## src/rtl/sdram_pkg.sv

```systemverilog
// Shared SDRAM controller definitions: command encodings {cs_n,ras_n,cas_n,we_n},
// refresh FSM state encoding and default timing constants.
package sdram_pkg;

  localparam logic [3:0] CMD_NOP  = 4'b0111;
  localparam logic [3:0] CMD_PRE  = 4'b0010;
  localparam logic [3:0] CMD_AREF = 4'b0001;
  localparam logic [3:0] CMD_ACT  = 4'b0011;
  localparam logic [3:0] CMD_RD   = 4'b0101;
  localparam logic [3:0] CMD_WR   = 4'b0100;
  localparam logic [3:0] CMD_MRS  = 4'b0000;

  localparam int DEF_REF_INTERVAL = 750;
  localparam int DEF_T_RP         = 2;
  localparam int DEF_T_RFC        = 7;

  typedef enum logic [2:0] {
    ST_IDLE,
    ST_PRE,
    ST_TRP_WAIT,
    ST_AREF,
    ST_TRFC_WAIT,
    ST_END
  } aref_state_t;

endpackage

```

## src/rtl/sdram_ref_timer.sv

```systemverilog
// Refresh interval timer gated by first init_end, plus saturating owed-refresh counter.
// Tick and issue both take effect on the same edge; a tick lost at saturation sets a sticky flag.
module sdram_ref_timer
  import sdram_pkg::*;
#(
  parameter int REF_INTERVAL = DEF_REF_INTERVAL,
  parameter int MAX_PEND     = 8
) (
  input  logic                          i_clk,
  input  logic                          i_rst_n,
  input  logic                          i_tick_en,
  input  logic                          i_issue,
  output logic [$clog2(MAX_PEND+1)-1:0] o_pending,
  output logic                          o_overflow
);

  localparam int TW = (REF_INTERVAL > 2) ? $clog2(REF_INTERVAL) : 1;
  localparam int PW = $clog2(MAX_PEND+1);

  logic          r_started;
  logic [TW-1:0] r_timer;
  logic [PW-1:0] r_pending;
  logic          r_overflow;
  logic          w_tick;
  logic          w_full;

  assign w_tick = r_started && (r_timer == TW'(REF_INTERVAL-1));
  assign w_full = (r_pending == PW'(MAX_PEND));

  always_ff @(posedge i_clk or negedge i_rst_n) begin
    if (!i_rst_n) begin
      r_started  <= 1'b0;
      r_timer    <= '0;
      r_pending  <= '0;
      r_overflow <= 1'b0;
    end else begin
      // Sticky: a later drop of init_end does not stop refresh accounting.
      if (i_tick_en) r_started <= 1'b1;
      if (r_started) r_timer <= w_tick ? '0 : r_timer + 1'b1;
      if (w_tick && !i_issue) begin
        if (w_full) r_overflow <= 1'b1;
        else        r_pending  <= r_pending + 1'b1;
      end else if (i_issue && !w_tick) begin
        r_pending <= r_pending - 1'b1;
      end
    end
  end

  assign o_pending  = r_pending;
  assign o_overflow = r_overflow;

endmodule

```

## src/rtl/sdram_a_ref_multi.sv

```systemverilog
// Auto-refresh generator: on grant issues PRECHARGE-ALL then up to MAX_BURST AUTO-REFRESHes.
// PRE at c0, AREF k at c0+T_RP+k*T_RFC, a_ref_end at c0+T_RP+n*T_RFC; grant only sampled in IDLE.
module sdram_a_ref_multi
  import sdram_pkg::*;
#(
  parameter int REF_INTERVAL = DEF_REF_INTERVAL,
  parameter int T_RP         = DEF_T_RP,
  parameter int T_RFC        = DEF_T_RFC,
  parameter int MAX_PEND     = 8,
  parameter int MAX_BURST    = 4,
  parameter int URGENT_TH    = 6,
  parameter int ADDR_W       = 13,
  parameter int BA_W         = 2
) (
  input  logic                          sys_clk,
  input  logic                          sys_rst_n,
  input  logic                          init_end,
  input  logic                          a_ref_en,
  output logic                          a_ref_req,
  output logic                          a_ref_urgent,
  output logic [3:0]                    a_ref_cmd,
  output logic [BA_W-1:0]               a_ref_ba,
  output logic [ADDR_W-1:0]             a_ref_addr,
  output logic                          a_ref_end,
  output logic [$clog2(MAX_PEND+1)-1:0] ref_pending,
  output logic                          ref_overflow
);

  localparam int PW   = $clog2(MAX_PEND+1);
  localparam int BW   = $clog2(MAX_BURST+1);
  localparam int WMAX = (T_RFC > T_RP) ? T_RFC : T_RP;
  localparam int CW   = (WMAX > 2) ? $clog2(WMAX) : 1;

  aref_state_t   r_state, w_state_nxt;
  logic [CW-1:0] r_wait, w_wait_nxt;
  logic [BW-1:0] r_burst_n, w_burst_nxt;
  logic [BW-1:0] r_issued, w_issued_nxt;
  logic [PW-1:0] w_pending;
  logic [3:0]    w_cmd;
  logic          w_issue;
  logic          w_end;

  sdram_ref_timer #(
    .REF_INTERVAL (REF_INTERVAL),
    .MAX_PEND     (MAX_PEND)
  ) u_timer (
    .i_clk      (sys_clk),
    .i_rst_n    (sys_rst_n),
    .i_tick_en  (init_end),
    .i_issue    (w_issue),
    .o_pending  (w_pending),
    .o_overflow (ref_overflow)
  );

  always_ff @(posedge sys_clk or negedge sys_rst_n) begin
    if (!sys_rst_n) begin
      r_state   <= ST_IDLE;
      r_wait    <= '0;
      r_burst_n <= '0;
      r_issued  <= '0;
    end else begin
      r_state   <= w_state_nxt;
      r_wait    <= w_wait_nxt;
      r_burst_n <= w_burst_nxt;
      r_issued  <= w_issued_nxt;
    end
  end

  always_comb begin
    w_state_nxt  = r_state;
    w_wait_nxt   = r_wait;
    w_burst_nxt  = r_burst_n;
    w_issued_nxt = r_issued;
    w_cmd        = CMD_NOP;
    w_issue      = 1'b0;
    w_end        = 1'b0;
    unique case (r_state)
      ST_IDLE: begin
        if (a_ref_en && (w_pending != '0)) begin
          w_burst_nxt  = (w_pending > PW'(MAX_BURST)) ? BW'(MAX_BURST) : BW'(w_pending);
          w_issued_nxt = '0;
          w_state_nxt  = ST_PRE;
        end
      end
      ST_PRE: begin
        w_cmd       = CMD_PRE;
        w_wait_nxt  = '0;
        w_state_nxt = (T_RP > 1) ? ST_TRP_WAIT : ST_AREF;
      end
      ST_TRP_WAIT: begin
        if (r_wait == CW'(T_RP-2)) w_state_nxt = ST_AREF;
        else                       w_wait_nxt  = r_wait + 1'b1;
      end
      ST_AREF: begin
        w_cmd        = CMD_AREF;
        w_issue      = 1'b1;
        w_issued_nxt = r_issued + 1'b1;
        w_wait_nxt   = '0;
        if (T_RFC > 1) w_state_nxt = ST_TRFC_WAIT;
        else           w_state_nxt = (w_issued_nxt < r_burst_n) ? ST_AREF : ST_END;
      end
      ST_TRFC_WAIT: begin
        if (r_wait == CW'(T_RFC-2)) w_state_nxt = (r_issued < r_burst_n) ? ST_AREF : ST_END;
        else                        w_wait_nxt  = r_wait + 1'b1;
      end
      ST_END: begin
        w_end       = 1'b1;
        w_state_nxt = ST_IDLE;
      end
      default: w_state_nxt = ST_IDLE;
    endcase
  end

  // All-ones address keeps A10 high for PRECHARGE-ALL.
  assign a_ref_cmd    = w_cmd;
  assign a_ref_ba     = '1;
  assign a_ref_addr   = '1;
  assign a_ref_end    = w_end;
  assign a_ref_req    = (r_state == ST_IDLE) && (w_pending != '0);
  assign a_ref_urgent = (w_pending >= PW'(URGENT_TH));
  assign ref_pending  = w_pending;

endmodule

```

## config.mk

```make
export PLATFORM = sky130hd
export DESIGN_NAME = sdram_a_ref_multi
export DESIGN_NICKNAME = d
export VERILOG_FILES = /design/src/rtl/sdram_pkg.sv /design/src/rtl/sdram_ref_timer.sv /design/src/rtl/sdram_a_ref_multi.sv
export SDC_FILE = /design/constraint.sdc
export NUM_CORES = 1
export LEC_CHECK = 0
export BUFFER_PORTS_ARGS = -buffer_cell sky130_fd_sc_hd__buf_2
export CAP_MARGIN = 0
export CELL_PAD_IN_SITES_DETAIL_PLACEMENT = 0
export CELL_PAD_IN_SITES_GLOBAL_PLACEMENT = 1
export CORE_MARGIN = 4
export CORE_UTILIZATION = 47
export CTS_BUF_LIST = sky130_fd_sc_hd__clkbuf_2 sky130_fd_sc_hd__clkbuf_4 sky130_fd_sc_hd__clkbuf_8
export DETAILED_ROUTE_END_ITERATION = 12
export PLACE_DENSITY_LB_ADDON = 0.15
export REMOVE_ABC_BUFFERS = 1
export SYNTH_ARGS = -nofsm -noshare
export SYNTH_HDL_FRONTEND = slang
export SYNTH_SLANG_ARGS = --single-unit
```

## constraint.sdc

```tcl
create_clock -name sys_clk -period 4.01 [get_ports sys_clk]
set_input_delay 0.401 -clock sys_clk [delete_from_list [all_inputs] [get_ports sys_clk]]
set_output_delay 0.401 -clock sys_clk [all_outputs]
set_load 0.01 [all_outputs]
```

# Word level (Yosys, flattened, before mapping)
# Cells that the tools add are included.
# W data, S select, Z words.
[word_totals]
register_bits = 28
input_bits = 4
[classes]
add_sub_neg = 5
n_eq_ne = 14
mux = 18
magnitude_cmp = 3
reduce_logical = 20
[ops]
columns = ["cell", "n"]
rows = [
  ["$mux W3", 8],
  ["$pmux W3 S5", 1],
  ["$mux W4", 3],
  ["$ne A2 B2 Y1 const B", 6],
  ["$pmux W3 S2", 2],
  ["$add A10 B1 Y10 const B", 1],
  ["$eq A10 B10 Y1 const B", 1],
  ["$mux W10", 1],
  ["$eq A3 B3 Y1 const B", 3],
  ["$pmux W3 S3", 1],
  ["$reduce_and A2 Y1", 4],
  ["$add A3 B1 Y3 const B", 2],
  ["$eq A3 B2 Y1 const B", 2],
  ["$logic_not A3 Y1", 2],
  ["$reduce_and A3 Y1", 2],
  ["$logic_and A1 B1 Y1", 5],
  ["$add A4 B1 Y4 const B", 1],
  ["$eq A4 B4 Y1 const B", 1],
  ["$ge A4 B3 Y1 const B", 1],
  ["$gt A4 B3 Y1 const B", 1],
  ["$reduce_bool A2 Y1", 2],
  ["$reduce_bool A4 Y1", 1],
  ["$sub A4 B1 Y4 const B", 1],
  ["$eq A3 B1 Y1 const B", 1],
  ["other kinds (5)", 7],
]

# Depth between registers and ports, before layout
# Gate-level depths: netlist of the first run.
[depth]
word_depth = 6
depth_mapped = 10
mapped_depth_nobuf = 9

# By module
# From an unflattened synthesis of the first run, not the netlist that was laid out.
[unflattened]
hier_cells = 188
hier_area_um2 = 1853.0
[modules_own_cells]
columns = ["module", "seq_area_each_um2", "instances", "cells_each", "area_each_um2"]
rows = [
  ["sdram_a_ref_multi", 300.3, 1, 107, 947.2],
  ["sdram_ref_timer", 400.4, 1, 81, 905.9],
]

# Least setup slack after synthesis of the first run
# No wires, ideal clock.
[synth_timing]
path_kind = "reg-to-reg"
startpoint = "register u_timer.r_started"
endpoint = "register u_timer.r_pending[3] (netlist: u_timer.o_pending[3])"
path_buffers = 2
arrival_time_ns = 2.130
path_stages_with_launch = 11
synth_period_minus_slack_ns = 2.258
setup_slack_ns = 1.752
setup_ns = 0.128
cell_sequence = "dfrtp_1 > buf_2 > nand4b_1 > nor4b_4 > buf_2 > nand2_1 > ha_1 > a21oi_1 > a211oi_1 > mux2i_1 > xnor2_1"
[synth_via]
elab_chain_cells = 5
word_cells_on_any_way = 8
classes_between = "eq/ne (1); mux (1); reduce/logical (6)"
[synth_lines]
columns = ["element", "line_no", "rtl"]
rows = [
  ["start: declaration", "sdram_ref_timer.sv:20", "logic r_started;"],
  ["start signal: assignment", "sdram_ref_timer.sv:32", "r_started <= 1'b0;"],
  ["start signal: assignment", "sdram_ref_timer.sv:38", "if (i_tick_en) r_started <= 1'b1;"],
  ["$logic_and A1 B1 Y1 *", "sdram_ref_timer.sv:27", "assign w_tick = r_started && (r_timer == TW'(REF_INTERVAL-1));"],
  ["$logic_not A1 Y1", "sdram_ref_timer.sv:43", "end else if (i_issue && !w_tick) begin"],
  ["$logic_and A1 B1 Y1", "sdram_ref_timer.sv:43", ""],
  ["$reduce_bool A2 Y1 (no line)", "--", ""],
  ["$reduce_and A2 Y1 (no line)", "--", ""],
  ["end signal: assignment", "sdram_ref_timer.sv:42", "else r_pending <= r_pending + 1'b1;"],
  ["end signal: assignment", "sdram_ref_timer.sv:44", "r_pending <= r_pending - 1'b1;"],
  ["end: declaration", "sdram_ref_timer.sv:22", "logic [PW-1:0] r_pending;"],
]
# Mark *: on every way between the ends. The rest lies on a longest branch, timed or not.
# A chain may end at the register's enable or synchronous reset.

# Worst setup path in the final report of the first run
# Same ends and word-level chain as after synthesis.

==> results of run 1 <==
[critical path, cell delays in order, from the launching register on]
cell and delay [ns]:
dfrtp_1 0.52, nand4b_1 0.18, nor4b_4 0.64, nand2_1 0.24, ha_1 0.39, a21oi_1 0.10, a211oi_1 0.23, mux2i_1 0.12
xnor2_1 0.17
[cell families after synthesis]
group	synth area share
muxes	0.03832
adders and majority gates	0.08548
other	0.004423
xor gates and xnor gates	0.05674
AOI/OAI and AO/OA	0.1120
DFF	0.4127
and+or+nand+nor	0.1864
buffers and inverters	0.1039
[per-layer routing]
metal,GRT usage,vias up
li1,-,582
met1,0.1973,573
met2,0.2371,33
met3,0.02135,2
met4,0.05459,0
met5,0,-
[cell usage in the layout, fill, tap and decap left out, drive strengths merged, types with 3 or more instances in the layout]
master / synthesis / final
a21oi: 5 / 5
nor2: 14 / 14
dfrtp: 28 / 28
a21o: 3 / 3
mux2: 4 / 4
nand4: 4 / 4
conb: 2 / 16
o21ai: 7 / 7
buf: 19 / 14
nand2: 7 / 7
nand2b: 7 / 7
nand3: 7 / 7
clkbuf: 4 / 4
inv: 7 / 7
ha: 10 / 10
xnor2: 5 / 5
xor2: 6 / 6
[worst max-delay path by stage]
stage | to | slack [ns] | cells after the start
2_1_floorplan | u_timer.o_pending[3] | 1.67 | 8
3_3_place_gp | u_timer.o_pending[3] | 1.45 | 8
3_5_place_dp | u_timer.o_pending[3] | 1.31 | 8
4_1_cts | u_timer.o_pending[3] | 1.31 | 8
5_1_grt | u_timer.o_pending[3] | 1.10 | 8
6_report | u_timer.o_pending[3] | 1.32 | 8
[final cells by class]
| cell class | count | area, um2 | share of cell area |
|---|---|---|---|
| Multi-Input combinational cell | 128 | 873.3 | 0.4950 |
| Sequential cell | 28 | 700.7 | 0.3972 |
| Timing Repair Buffer | 14 | 70.07 | 0.03972 |
| Tap cell | 46 | 57.56 | 0.03262 |
| Clock buffer | 4 | 36.28 | 0.02057 |
| Inverter | 7 | 26.28 | 0.01489 |
[flip-flops by register name, summed over array words and instances (netlist names)]
| name | flops |
|---|---|
| r_burst_n | 3 |
| r_issued | 3 |
| r_state | 3 |
| r_wait | 3 |
| u_timer.o_overflow | 1 |
| u_timer.o_pending | 4 |
| u_timer.r_started | 1 |
| u_timer.r_timer | 10 |
[synthesized netlist by cell type]
cell | instances | area share
a31o_2 | 1 | 0.0052
a211oi_1 | 2 | 0.0088
nand2_1 | 7 | 0.015
buf_4 | 16 | 0.071
and3b_1 | 2 | 0.010
nor3_1 | 2 | 0.0059
a21oi_1 | 5 | 0.015
and3_1 | 2 | 0.0074
conb_1 | 2 | 0.0044
a221oi_1 | 1 | 0.0052
a211o_1 | 1 | 0.0052
o41a_1 | 1 | 0.0066
nor4b_4 | 1 | 0.014
nand2b_1 | 7 | 0.026
nor2b_1 | 2 | 0.0074
inv_1 | 7 | 0.015
nor4b_1 | 1 | 0.0052
nand3_1 | 7 | 0.021
o21a_1 | 1 | 0.0044
xnor2_1 | 5 | 0.026
a21o_1 | 3 | 0.013
or2_2 | 2 | 0.0074
nand4b_1 | 1 | 0.0052
a2111oi_0 | 2 | 0.010
clkbuf_1 | 4 | 0.0088
o21ai_0 | 7 | 0.021
or3_1 | 1 | 0.0037
o22ai_1 | 2 | 0.0074
mux2i_1 | 2 | 0.012
nand4_1 | 4 | 0.015
mux2_2 | 4 | 0.027
dfrtp_1 | 28 | 0.41
a22o_1 | 2 | 0.010
and2_1 | 1 | 0.0037
nor2_1 | 14 | 0.031
ha_1 | 10 | 0.074
buf_2 | 3 | 0.0088
nand3b_1 | 2 | 0.0088
fa_1 | 1 | 0.012
xor2_1 | 6 | 0.031
[where the power goes]
group	internal (mW)	switching [mW]
clock network	0.0556	0.0873
registers	0.315	0.0428
logic	0.0432	0.0544
[stage by stage]
stage,hold slack [ns],area (um2)
after CTS,0.08192,1764
after floorplan,0.1054,1600
after global routing,0.1073,1764
final,0.06059,1764
after detailed placement,0.4651,1728
after global placement,0.4552,1728
==> metrics.yaml, run 1 <==
synth:
  yosysWarnings: 0
  avgSynthCellArea_um2: 9.871
  synthCells: 172
  yosysUniqueCellTypes: 40
  ys_seq_area_frac: 0.4127
  synthesis.area_mm2: 0.001698
  synth-seq-cells: 28
drt:
  first_iter_violations: 97
  dr_wl_met2_um: 1395
  ant_nets: 0
  viasPerCell: 5.242
  vias: 1190
  wl_per_cell_um: 13.26
  drt_wl_total_um: 3009
  met1_length_um: 1451
  top_layer: "met4"
  drcViolationCount: 0
  drt-pass1-iter-count: 4
  met3RoutedLength_um: 149
timing:
  tightest_slew_ns: 0.7120
  finalSetupTns_ns: 0
  hold_violations: 0
  worst_slack_ns: 1.316
  setup_viol: 0
  skew_ns: 0.009354
  fin_crit_ns: 2.694
  fmax_ghz: 0.3712
  rsz0062_at_grt: "no"
  slew_viol_final: 0
  fin_crit_sh: 0.6718
  maxSlewHeadroom: 0.5233
power:
  ir_drop_v: 0.0001398
  powerDensity_mw_per_mm2: 339.1
  power.leakage_nw: 0.8121
  total_power_mw: 0.5983
finish:
  nets: 197
  fin_cells: 227
  final_util: 0.5165
  area_growth_pct: 3.906
  fillerInstances: 320
  post_route_cells_drive_above_1_share: 0.1436
  diodes: 0
critical_path:
  arrival_ns: 2.93
  reg2regPathDepth: 8
  end_kind: "flip-flop"
  r2r_start: "u_timer.r_started"
  crit_start: "u_timer.r_started"
  cp_max_fo: 13
  crit_type: "flip-flop to flip-flop"
  r2r-end: "u_timer.o_pending[3]"
  critPathRequiredTime_ns: 4.25
  r2r_setup_slack_ns: 1.32
  start_kind: "flip-flop"
clock_tree:
  cts_setup_buffers: 0
  cts_buffers: 3
  cts.sinks: 28
  cts-root-buf: "clkbuf_4"
  cts_tree: "yes"
  cts.clk_slew.worst_paths_ns: 0.16
  cts_resized: 0
  clk_latency_ns: 0.33
  h-tree-depth: 1
  hold_buffers: 0
  cts_buffer_depth: 2
worst_hold_path:
  worstHoldPathType: "input pin to asynchronous set/reset pin"
global_route:
  grt_antenna_before_repair: 0
  grt_usage: 0.1464
  grt_pass1_wl_um: 5250
  grt_max_degree: 29
  grt.overflow.total: 0
  grt_pass1_vias: 1178
floorplanning:
  die_x_um: 68.11
  fp.dieH_um: 68.11
  start_util: 0.4971
  fp-row-count: 21
  io_pins: 31
  core_area_mm2: 0.003416
  die_area_mm2: 0.004638
placed_design:
  dpl.cell_count: 223
  portBuffers: 14
  pre_cts_slack_ns: 1.314
  dp_hpwl_um: 2190
  gp_congestion: 0.8158
run_status:
  status: "finished clean"
job:
  cap_viol_max_count: 0
Note: power is estimated with default switching activity, not from simulation.
==> inputs of run 2 (changes only) <==
CORE_UTILIZATION = 44   (was 47)
clock period = 2.6 ns   (was 4.01 ns; I/O delays follow)
==> run 2 against run 1 <==
  * The run now ends with negative hold slack left
  * Clock-buffer cell count did not move
  * Fmax rose by 21%
  * Via count down 1.9%
  * Sequential share of layout area down 0.64 points
==> metrics.yaml, run 2 (synthesis results as in run 1) <==
run_status:
  status: "finished with violations"
  violations: "negative hold slack"
floorplanning:
  io_pins: 31  # unchanged
  fp-row-count: 22  # +4.8%
  die_x_um: 70.12  # +3.0%
  fp.dieH_um: 70.12  # +3.0%
  die_area_mm2: 0.004917  # +6.0%
  core_area_mm2: 0.003689  # +8.0%
  start_util: 0.4603  # -0.03676
global_route:
  grt_max_degree: 29  # unchanged
  grt_pass1_vias: 1101  # -6.5%
  grt.overflow.total: 0  # unchanged
  grt_antenna_before_repair: 0  # unchanged
  grt_pass1_wl_um: 5347  # +1.8%
  grt_usage: 0.1340  # -0.01237
finish:
  area_growth_pct: 5.601
  nets: 198  # +0.51%
  layout_commonest_cell: "dfrtp_1"
  diodes: 0  # unchanged
  design_area_mm2: 0.001793  # +1.6%
  fin_cells: 230  # +1.3%
  top_register: "u_timer.r_timer"
  post_route_cells_drive_above_1_share: 0.1484  # +0.004705
  largest_reg_flops: 10  # unchanged
  mostFrequentLayoutCells: "dfrtp_1, conb_1, nor2_1, buf_2, ha_1"
clock_tree:
  cts_tree: "yes"
  cts.sinks: 28  # unchanged
  cts-root-buf: "clkbuf_8"
  cts_buffer_depth: 2  # unchanged
  clk_latency_ns: 0.28  # -0.05 ns
  cts_buffers: 3  # unchanged
  hold_buffers: 0  # unchanged
  cts_setup_buffers: 0  # unchanged
  h-tree-depth: 1  # unchanged
  cts.clk_slew.worst_paths_ns: 0.10  # -0.06 ns
  cts_resized: 0  # unchanged
timing:
  fin_crit_ns: 2.222  # -0.4714 ns
  rsz0062_at_grt: "no"
  worst_slack_ns: 0.3775  # -0.9386 ns
  hold_violations: 21  # +21
  setup_viol: 0  # unchanged
  finalSetupTns_ns: 0  # unchanged
  fmax_ghz: 0.4500  # +21%
  skew_ns: 0.002369  # -0.006985 ns
  fin_crit_sh: 0.8548  # +0.1830
  slew_viol_final: 0  # unchanged
  hold-worst-slack_ns: -0.006228  # -0.06682 ns
  maxSlewHeadroom: 0.5706  # +0.04724
  tightest_slew_ns: 0.6441  # -0.06785 ns
drt:
  drcViolationCount: 0  # unchanged
  vias: 1167  # -1.9%
  viasPerCell: 5.074  # -3.2%
  wl_per_cell_um: 13.58  # +2.4%
  first_iter_violations: 73  # -25%
  ant_nets: 0  # unchanged
  drt_wl_total_um: 3123  # +3.8%
  drt-pass1-iter-count: 4  # unchanged
placed_design:
  gp_congestion: 0.7894  # -3.2%
  portBuffers: 14  # unchanged
  dpl.cell_count: 226  # +1.3%
  post_dp_cell_area_mm2: 0.001738  # +0.58%
  dp_hpwl_um: 2281  # +4.2%
  pre_cts_slack_ns: 0.3812  # -0.9330 ns
critical_path:
  crit_type: "flip-flop to flip-flop"
  end_kind: "flip-flop"
  cp_max_fo: 11  # -2
  critPathRequiredTime_ns: 2.77  # -1.48 ns
  arrival_ns: 2.39  # -0.54 ns
  start_kind: "flip-flop"
power:
  powerDensity_mw_per_mm2: 541.5  # +60%
  power.leakage_nw: 0.8253  # +1.6%
  ir_drop_v: 0.0002244  # +61%
worst_hold_path:
  worstHoldPathType: "input pin to asynchronous set/reset pin"
job:
  cap_viol_max_count: 0  # unchanged
==> run 2: cell count changes in the layout (fill, tap and decap cells not counted), sizes merged <==
| cell | change |
|---|---|
| buf | +1 |
==> run 2: worst max-delay path, stage by stage (launching register included) <==
cell	delay [ns]
dfrtp_1	0.50
and3b_1	0.31
inv_1	0.21
nand2_1	0.14
ha_1	0.35
a21oi_1	0.10
a211oi_1	0.25
mux2i_1	0.13
xnor2_1	0.13
==> run 2: final timing paths <==
check	cells after the start	end	slack, ns	start
max	8	u_timer.o_pending[3]	0.38	r_state[0]
min	1	u_timer.r_timer[0]	-0.006	sys_rst_n
max reg2reg	8	u_timer.o_pending[3]	0.38	r_state[0]
min reg2reg	1	u_timer.o_overflow	0.48	u_timer.o_overflow
max in group asynchronous	1	r_issued[2]	2.19	sys_rst_n
min in group sys_clk	2	u_timer.r_started	0.17	init_end
==> run 2: report_power, final <==
part | internal (mW) | switching, mW | leakage, nW
registers | 0.486 | 0.0650 | 0.347
logic | 0.0665 | 0.0780 | 0.450
clock network | 0.136 | 0.140 | 0.0288
total | 0.688 | 0.283 | 0.825
==> run 2: area by class of cell <==
class	count	area, um2
fillers	368	1896
multi-input cells	128	873.3
flip-flops and latches	28	700.7
repair buffers	15	77.57
well taps	48	60.06
clock buffers	4	55.05
inverters	7	26.28
==> run 2: metal layers <==
layer,GRT usage,share of wire,vias up
met3,0.02446,0.047,6
met4,0.06383,0.019,0
met2,0.1962,0.44,25
met5,0,0,-
li1,-,-,581
met1,0.1897,0.50,555
==> run 2: stage by stage <==
stage / util / power, mW
finish: 0.4861 / 0.9710
global route: 0.4861 / 1.033
CTS: 0.4861 / 0.9843
detailed placement: 0.4712 / 0.7011
global placement: 0.4712 / 0.6971
floorplan: - / 0.6590
==> inputs of run 3 (changes only) <==
PLACE_DENSITY_LB_ADDON = 0.2   (was 0.15)
==> run 3 against run 2 <==
  * The flow still finishes with violations (negative hold slack)
  * Clock power is 24% higher
  * Global-route usage hardly changed
  * Register-to-register slack worse by 0.06 ns
  * Cell area is 0.91% higher
  * Non-clock buffer count stayed put
  * Final cell count stayed put
  * Critical endpoint unchanged
==> metrics.yaml, run 3 (synthesis results as in run 1) <==
placed_design:
  gp_congestion: 0.8265  # +4.7%
  portBuffers: 14  # unchanged
  pre_cts_slack_ns: 0.3178  # -0.06334 ns
  post_dp_cell_area_mm2: 0.001738  # unchanged
  dp_hpwl_um: 2276  # -0.19%
drt:
  vias: 1201  # +2.9%
  drt_wl_total_um: 3108  # -0.48%
  viasPerCell: 5.222  # +2.9%
  wl_per_cell_um: 13.51  # -0.48%
  drt-pass1-iter-count: 4  # unchanged
  first_iter_violations: 32  # -56%
  ant_nets: 0  # unchanged
  drcViolationCount: 0  # unchanged
run_status:
  violations: "negative hold slack"
  status: "finished with violations"
finish:
  nets: 198  # unchanged
  diodes: 0  # unchanged
  layout_commonest_cell: "dfrtp_1"
  design_area_mm2: 0.001809  # +0.91%
  final_util: 0.4905  # +0.004410
  top_register: "u_timer.r_timer"
  post_route_cells_drive_above_1_share: 0.1484  # unchanged
  area_growth_pct: 6.559
  largest_reg_flops: 10  # unchanged
  mostFrequentLayoutCells: "dfrtp_1, conb_1, nor2_1, buf_2, ha_1"
global_route:
  grt_pass1_wl_um: 5533  # +3.5%
  top_usage_layer: "met2"
  grt_max_degree: 29  # unchanged
  grtUsageMet1: 0.1839  # -0.005892
  grt_use_met2: 0.2183  # +0.02204
  grt.overflow.total: 0  # unchanged
  grt_antenna_before_repair: 0  # unchanged
  grt_use_met3: 0.03165  # +0.007194
  grt_usage: 0.1345  # +0.0004809
  grt_pass1_vias: 1203  # +9.3%
timing:
  hold_violations: 15  # -29%
  slew_viol_final: 0  # unchanged
  hold-worst-slack_ns: -0.006379  # -0.0001516 ns
  finalSetupTns_ns: 0  # unchanged
  rsz0062_at_grt: "no"
  setup_viol: 0  # unchanged
  fin_crit_sh: 0.8774  # +0.02264
  fmax_ghz: 0.4383  # -2.6%
  skew_ns: 0.002755  # +0.0003861 ns
  fin_crit_ns: 2.281  # +0.05887 ns
  maxSlewHeadroom: 0.5773  # +0.006743
  worst_slack_ns: 0.3187  # -0.05887 ns
  tightest_slew_ns: 0.6340  # -0.01012 ns
critical_path:
  cp_cell_sequence: "and3b_1 > inv_1 > nand2_1 > ha_1 > a21oi_1 > a211oi_1 > mux2i_1 > xnor2_1"
  crit_type: "flip-flop to flip-flop"
  cp_max_fo: 11  # unchanged
  cp_slowest_cell: "dfrtp_1"
  end_kind: "flip-flop"
  crit_path_max_incr_delay_ns: 0.50  # about the same
  reg2regPathDepth: 8  # unchanged
  arrival_ns: 2.45  # +0.06 ns
  critPathRequiredTime_ns: 2.77  # about the same
  start_kind: "flip-flop"
floorplanning:
  io_pins: 31  # unchanged
  die_x_um: 70.12  # unchanged
  start_util: 0.4603  # unchanged
  fp-row-count: 22  # unchanged
  die_area_mm2: 0.004917  # unchanged
  fp.dieH_um: 70.12  # unchanged
  core_area_mm2: 0.003689  # unchanged
job:
  cap_viol_max_count: 0  # unchanged
clock_tree:
  cts_setup_buffers: 0  # unchanged
  cts-root-buf: "clkbuf_8"
  cts_resized: 0  # unchanged
  cts.sinks: 28  # unchanged
  cts_tree: "yes"
  h-tree-depth: 1  # unchanged
  hold_buffers: 0  # unchanged
  cts_buffer_depth: 2  # unchanged
  cts_buffers: 3  # unchanged
  cts.clk_slew.worst_paths_ns: 0.09  # about the same
  clk_latency_ns: 0.27  # about the same
power:
  ir_drop_v: 0.0003725  # +66%
  power.leakage_nw: 0.8322  # +0.84%
  powerDensity_mw_per_mm2: 575.9  # +6.3%
worst_hold_path:
  worstHoldPathType: "input pin to asynchronous set/reset pin"
==> run 3: changes by cell type in the layout (fill, tap and decap cells not counted), sizes merged <==
cell    before  now
clkbuf       4    3
bufinv       0    1
==> run 3: worst paths after layout <==
path | startpoint | to | slack, ns
min in group sys_clk | init_end | u_timer.r_started | 0.17
max | r_state[0] | u_timer.o_pending[3] | 0.32
min reg2reg | u_timer.o_overflow | u_timer.o_overflow | 0.48
min | sys_rst_n | u_timer.r_timer[1] | -0.006
max reg2reg | r_state[0] | u_timer.o_pending[3] | 0.32
max in group asynchronous | sys_rst_n | r_issued[1] | 2.19
==> run 3: final cells by class <==
cell class	instances	area [um2]
Fill cell	369	1879
Multi-Input combinational cell	128	873.3
Sequential cell	28	700.7
Timing Repair Buffer	15	77.57
Tap cell	48	60.06
Clock buffer	3	41.29
Clock inverter	1	30.03
Inverter	7	26.28
==> run 3: worst max-delay path: cells and delay by family, from the launching register on <==
family                   cells  cell delay, ns
AO/OA/AOI/OAI                2            0.35
multiplexers                 1            0.13
flip-flops                   1            0.50
buffers and inverters        1            0.22
AND/OR/NAND/NOR              2            0.48
XOR/XNOR                     1            0.13
adder cells (fa/ha/maj)      1            0.36
==> run 3: power breakdown <==
part	switching (mW)	internal [mW]
Sequential	0.0691	0.486
Clock	0.135	0.206
Combinational	0.0802	0.0662
==> run 3: through the flow <==
step / power (mW) / instances / hold slack [ns]
after floorplan: 0.6590 / 163 / -0.03559
after global placement: 0.6973 / 226 / 0.3193
after detailed placement: 0.7067 / 226 / 0.3227
after CTS: 1.057 / 230 / 0.01187
after global routing: 1.100 / 230 / 0.02517
final: 1.042 / 230 / -0.006379
==> run 3: metal layers <==
metal	wire (um)	vias to the layer above
li1	-	581
met1	1488	587
met2	1442	31
met3	159	2
met4	17	0
met5	0	-
